$ cat config.mk
export PLATFORM = sky130hd
export DESIGN_NAME = timekeeper_bcd
export DESIGN_NICKNAME = d
export VERILOG_FILES = /design/src/rtl/timekeeper_bcd.sv
export SDC_FILE = /design/constraint.sdc
export NUM_CORES = 1
export LEC_CHECK = 0
export CORE_ASPECT_RATIO = 0.7
export CORE_MARGIN = 10
export CORE_UTILIZATION = 44
export DETAILED_ROUTE_END_ITERATION = 12
export PLACE_DENSITY = 0.69
export SYNTH_ARGS = -nofsm -noshare
export SYNTH_HDL_FRONTEND = slang
export SYNTH_SLANG_ARGS = --single-unit
$ cat constraint.sdc
create_clock -name clk -period 2.6 [get_ports clk]
set_input_delay 0.39 -clock clk [delete_from_list [all_inputs] [get_ports clk]]
set_output_delay 0.39 -clock clk [all_outputs]
set_load 0.01 [all_outputs]
$ cat src/rtl/timekeeper_bcd.sv
// BCD time-of-day core: 1 Hz prescaler, 12/24h counting, validated set-time
// handshake, alarm with acknowledge and an hourly chime.
module timekeeper_bcd #(
    parameter int TICKS_PER_SEC = 50_000_000,
    parameter int MODE_24H      = 1,
    parameter int CHIME_BEEPS   = 5,
    parameter int QUIET_END_HR  = 7,
    parameter int ALARM_SECS    = 60
) (
    input  logic        clk,
    input  logic        reset,
    input  logic        set_valid,
    output logic        set_ready,
    input  logic [23:0] set_time,
    input  logic        set_pm,
    output logic        set_err,
    input  logic [16:0] alarm_time,
    input  logic        alarm_arm,
    input  logic        alarm_ack,
    input  logic        chime_en,
    output logic [23:0] time_o,
    output logic        pm_o,
    output logic        sec_pulse,
    output logic        chime,
    output logic        alarm_ring
);

    localparam int            PW         = (TICKS_PER_SEC > 1) ? $clog2(TICKS_PER_SEC) : 1;
    localparam logic [PW-1:0] PRESC_LAST = PW'(TICKS_PER_SEC - 1);
    localparam bit            IS_24H     = (MODE_24H != 0);
    localparam logic [6:0]    CHIME_FROM = 7'(60 - 2 * CHIME_BEEPS);
    localparam logic [4:0]    QUIET_END  = 5'(QUIET_END_HR);
    localparam logic [7:0]    RING_SECS  = 8'(ALARM_SECS);
    localparam logic [7:0]    HH_RESET   = IS_24H ? 8'h00 : 8'h12;

    typedef enum logic [1:0] {RUN, LOAD, ERR} state_t;

    function automatic logic [7:0] bcd_inc(input logic [7:0] v);
        if (v[3:0] == 4'd9)
            return {v[7:4] + 4'd1, 4'd0};
        return {v[7:4], v[3:0] + 4'd1};
    endfunction

    function automatic logic [6:0] bcd_bin(input logic [7:0] v);
        return {3'd0, v[7:4]} * 7'd10 + {3'd0, v[3:0]};
    endfunction

    function automatic logic set_ok(input logic [23:0] t);
        logic ok;
        ok = 1'b1;
        for (int i = 0; i < 6; i++)
            if (t[4*i +: 4] > 4'd9) ok = 1'b0;
        if (t[7:4] > 4'd5 || t[15:12] > 4'd5) ok = 1'b0;
        if (IS_24H) begin
            if (t[23:16] > 8'h23) ok = 1'b0;
        end else if (t[23:16] == 8'h00 || t[23:16] > 8'h12) begin
            ok = 1'b0;
        end
        return ok;
    endfunction

    state_t        state;
    logic [PW-1:0] presc;
    logic [7:0]    hh, mm, ss;
    logic [7:0]    hh_nx, mm_nx, ss_nx;
    logic          pm_nx;
    logic [23:0]   cap_time;
    logic          cap_pm;
    logic [7:0]    ring_cnt;
    logic [4:0]    hour24;
    logic          accept, terminal, tick, alarm_hit, chime_hit;

    assign time_o    = {hh, mm, ss};
    assign accept    = set_valid && set_ready;
    assign terminal  = (presc == PRESC_LAST);
    // A second that coincides with a set request (or a LOAD/ERR cycle) is dropped.
    assign tick      = terminal && (state == RUN) && !accept && !reset;
    assign sec_pulse = tick;

    always_comb begin
        hh_nx = hh;
        mm_nx = mm;
        ss_nx = bcd_inc(ss);
        pm_nx = pm_o;
        if (ss == 8'h59) begin
            ss_nx = 8'h00;
            mm_nx = bcd_inc(mm);
            if (mm == 8'h59) begin
                mm_nx = 8'h00;
                if (IS_24H) begin
                    hh_nx = (hh == 8'h23) ? 8'h00 : bcd_inc(hh);
                end else if (hh == 8'h12) begin
                    hh_nx = 8'h01;
                end else begin
                    hh_nx = bcd_inc(hh);
                    if (hh == 8'h11) pm_nx = ~pm_o;
                end
            end
        end
    end

    // Alarm fires on the edge that lands on hh:mm:00, so compare the incremented time.
    assign alarm_hit = tick && alarm_arm && (ss_nx == 8'h00) &&
                       (hh_nx == alarm_time[15:8]) && (mm_nx == alarm_time[7:0]) &&
                       (IS_24H || (pm_nx == alarm_time[16]));

    always_comb begin
        hour24 = 5'(bcd_bin(hh));
        if (!IS_24H) begin
            if (hh == 8'h12) hour24 = 5'd0;
            if (pm_o) hour24 = hour24 + 5'd12;
        end
    end

    assign chime_hit = chime_en && (hour24 >= QUIET_END) &&
                       ((mm == 8'h59 && !ss[0] && bcd_bin(ss) >= CHIME_FROM) ||
                        (mm == 8'h00 && ss == 8'h00));

    always_ff @(posedge clk) begin
        if (reset) begin
            state      <= RUN;
            set_ready  <= 1'b1;
            set_err    <= 1'b0;
            presc      <= '0;
            hh         <= HH_RESET;
            mm         <= 8'h00;
            ss         <= 8'h00;
            pm_o       <= 1'b0;
            cap_time   <= '0;
            cap_pm     <= 1'b0;
            chime      <= 1'b0;
            alarm_ring <= 1'b0;
            ring_cnt   <= '0;
        end else begin
            set_err <= 1'b0;
            chime   <= chime_hit;
            presc   <= terminal ? '0 : presc + 1'b1;
            if (tick) begin
                hh   <= hh_nx;
                mm   <= mm_nx;
                ss   <= ss_nx;
                pm_o <= pm_nx;
            end

            case (state)
                RUN: begin
                    if (accept) begin
                        cap_time  <= set_time;
                        cap_pm    <= set_pm && !IS_24H;
                        set_ready <= 1'b0;
                        if (set_ok(set_time)) begin
                            state <= LOAD;
                        end else begin
                            state   <= ERR;
                            set_err <= 1'b1;
                        end
                    end
                end
                LOAD: begin
                    hh        <= cap_time[23:16];
                    mm        <= cap_time[15:8];
                    ss        <= cap_time[7:0];
                    pm_o      <= cap_pm;
                    presc     <= '0;
                    state     <= RUN;
                    set_ready <= 1'b1;
                end
                default: begin
                    state     <= RUN;
                    set_ready <= 1'b1;
                end
            endcase

            // An acknowledge on the trigger cycle suppresses the ring entirely.
            if (alarm_hit && !alarm_ack) begin
                alarm_ring <= 1'b1;
                ring_cnt   <= RING_SECS;
            end else if (alarm_ring) begin
                if (alarm_ack || !alarm_arm) begin
                    alarm_ring <= 1'b0;
                end else if (tick) begin
                    ring_cnt <= ring_cnt - 8'd1;
                    if (ring_cnt == 8'd1) alarm_ring <= 1'b0;
                end
            end
        end
    end

endmodule

==> key figures <==
Run status
  – Status: finished with violations
  – Failing checks: setup timing

Critical path
  – Required time of the critical path: 2870 ps
  – Startpoint types: flop
  – CP Capture Type: flop
  – Crit path max fanout: 5
  – Arr. time, crit path: 2870 ps
  – Crit path cell chain: or4_4 > o21ai_4 > buf_4 > a21oi_2 > or3_1 > a211oi_2 > nand4b_1 > or2_4 > o31ai_4
  – Top Family by Delay on Critical Path: simple AND/OR/NAND/NOR gates
  – R2R Setup Slk: -5 ps
  – Slowest-stage cell, CP: or4_4
  – CP max stage delay: 570 ps
  – WP buf/inv: 1
  – CP Class: reg -> reg

Die
  – Core area: 11850 um^2
  – Cell row count: 33
  – Die Area: 17210 um^2
  – Die W: 152.6 um
  – Initial Utilization: 45.68%
  – Io pins: 78
  – Die H: 112.8 um

STA
  – Pins over their slew limit: 0
  – F_max: 0.3839 GHz
  – Fin crit period: 2605 ps
  – Final Cycle Share: 100.2%
  – Worst slew pin tran: 883.1 ps
  – Worst setup slack after layout: -5.148 ps
  – Final setup fails: 1
  – Clock Skew: 9.447 ps
  – Final hold vios: 0
  – RSZ-0062 raised after global routing: yes
  – Max_slew headroom: 41.13%

Synth
  – Number of synthesized flops with an enable pin: 0
  – Register area share after synthesis: 32.55%
  – Main synth FF type: dfxtp_1
  – Post-synth net total: 753
  – Area leader, netlist: dfxtp_1
  – Syn Area/Cell: 8.043 um^2
  – Library cells used by synthesis: 80
  – Post-synthesis register bit count: 88
  – Post-synth top area share: 32.55%
  – Mapped Area: 5413 um^2
  – Ys async rst share: 0%
  – Top post-synthesis cells by area: dfxtp_1, nand2_1, ha_1, a21oi_1, nor2_1
  – Post-synth top cells: nand2_1, dfxtp_1, nor2_1, a21oi_1, o21ai_0
  – Ys Warns: 0
  – Count leader, synth: nand2_1
  – Synth Instances: 673

Clock network
  – Clock sink count: 88
  – Clk buf depth: 2
  – CTS Buf Count: 9
  – CTS tree: done
  – Hold_buf cts: 0
  – CTS root buf: clkbuf_16
  – Worst-path clk slew: 70 ps
  – H-tree depth: 3
  – Worst-skew pair later-pin latency: 350 ps

Cells and area
  – Ant diodes: 0
  – Layout area overhead: 40.22%
  – Layout cell share with drive strength beyond 1: 24.55%
  – Final Instance Area: 7590 um^2
  – Fillers: 994
  – Post-layout nets: 914
  – Core Util, Final: 64.05%

Power and ir drop
  – Maximum VDD drop: 0.0003422 V
  – P_sw: 0.7249 mW
  – Switch share: 24.11%
  – Total power: 3.006 mW
  – Leakage: 3.104 nW
  – Reg power frac: 46.7%
  – Power per cell area: 396.1 nW/um^2
  – Internal power: 2.282 mW
  – Clock network power share: 45.5%
  – Combinational share of power: 7.8%

Route
  – Drt pass-1 iters: 5
  – Total number of vias: 5670
  – Post-DR vias/cell: 5.693
  – Post-Route WL: 18330 um
  – Post-DRT Antenna Nets: 0
  – DRT iter0 DRCs: 493
  – Wire per inst: 18.40 um
  – Post-route DRC: 0

Global route
  – Vias in the first global route: 5454
  – Remaining global-route overflow: 0
  – GRT Total Usage: 20.60%
  – Antenna violations before repair: 0
  – Largest net degree at the start of global routing: 64
  – First-pass GRT wire length: 29080 um

Hold path
  – Hold Crit Class: in -> reg

Job
  – Max-cap viol count: 0

Placement
  – Post-DP HPWL: 13690 um
  – Placed Area: 6897 um^2
  – Placer Congestion: 0.9522
  – Port Buffer Count: 74
==> logic make-up (layout without fill, tap and decap cells) <==
logic type	Yosys count	count (layout)	share of synthesized area, %
buf+inv	60	226	5.363
fa+ha+maj	33	33	7.998
other cells	1	1	0.06928
flops	88	88	32.55
compound gates	154	154	18.26
xor+xnor	42	42	6.796
simple gates	290	290	27.95
mux	5	5	1.017
==> layout make-up <==
class | count | area [um^2] | share of cell area, %
inverter | 22 | 85.08 | 1.121
sequential | 88 | 1777 | 23.41
multi-input combinational | 525 | 3626 | 47.77
clock inverter | 6 | 72.57 | 0.9561
timing repair buffer | 188 | 1594 | 21.00
tap | 157 | 196.4 | 2.588
clock buffer | 10 | 239.0 | 3.149
==> per-stage QoR <==
| stage | setup slack [ps] | cells | setup TNS [ps] | hold slack (ps) |
|---|---|---|---|---|
| 2_1_floorplan | 5.278 | 673 | 0 | 429.8 |
| 3_3_place_gp | -64.42 | 966 | -420.2 | 444.2 |
| 3_5_place_dp | -179.4 | 966 | -1071 | 451.9 |
| 4_1_cts | -8.026 | 992 | -8.026 | 279.2 |
| 5_1_grt | -75.23 | 996 | -450.4 | 319.6 |
| 6_report | -5.148 | 996 | -5.148 | 287.9 |
==> metal layers <==
layer  GRT usage (%)  vias up  wire [um]  share of wire [%]
li1                -     2710          -                  -
met1           29.90     2634       9002                 49
met2           28.78      293       7227                 39
met3           5.865       33       1796                9.8
met4           5.450        0        301                1.6
met5               0        -          0                  0
==> registers in the layout, summed over array words and instances, names as in the netlist <==
register	flops
mm	8
ring_cnt	8
chime	1
state	2
set_err	1
cap_time	24
presc	26
hh	8
alarm_ring	1
set_ready	1
ss	8
==> worst register-to-register path: cells and delay by family, from the launching register on <==
| family | cells | cell delay [ps] |
|---|---|---|
| and+or+nand+nor | 4 | 1380 |
| AOI/OAI and AO/OA | 4 | 650 |
| buffers and inverters | 1 | 170 |
| DFF | 1 | 340 |
==> path summary, 6_finish.rpt <==
kind               start     endpoint  cells past startpoint
max                hh[2]   alarm_ring                      9
min                reset    set_ready                      3
max reg2reg        hh[2]   alarm_ring                      9
min reg2reg  cap_time[0]  cap_time[0]                      2
==> timing repair <==
action,in CTS,in global routing
setup endpoints to repair,11,12
hold endpoints to repair,0,0
setup buffers,10,5
gates resized for setup,36,31
pin swaps,15,14
==> power groups by stage <==
stage | Clock [mW] | Sequential (mW) | Combinational [mW]
floorplan | 0 | 1.42 | 0.102
global placement | 0 | 1.43 | 0.221
detailed placement | 0 | 1.43 | 0.225
CTS | 1.39 | 1.40 | 0.231
global route | 1.44 | 1.41 | 0.256
finish | 1.37 | 1.40 | 0.235
==> cells in the final DEF, fill, tap and decap left out, types with 4 or more instances in the layout <==
cell,synthesis,layout
inv_1,21,17
a21oi_1,56,55
nor3_1,18,15
xnor2_1,17,17
a221oi_1,5,5
clkbuf_16,0,9
o21ai_0,34,31
o21bai_1,5,4
nor2_1,64,63
nand2_1,97,97
ha_1,29,22
a311oi_1,4,4
nand3b_1,5,5
a211oi_1,8,8
dfxtp_1,88,76
nand4_1,12,12
a21o_1,4,4
dfxtp_2,0,12
ha_4,0,6
o211ai_1,5,5
or3_1,11,11
inv_2,1,4
clkdlybuf4s50_1,0,72
and3_1,4,4
nand3_1,22,21
and3b_2,1,4
buf_4,3,112
nor4_1,12,8
mux2i_1,4,4
a22oi_1,5,5
xor2_1,25,25
o21ai_2,4,5
(Power assumes the default switching activity.)
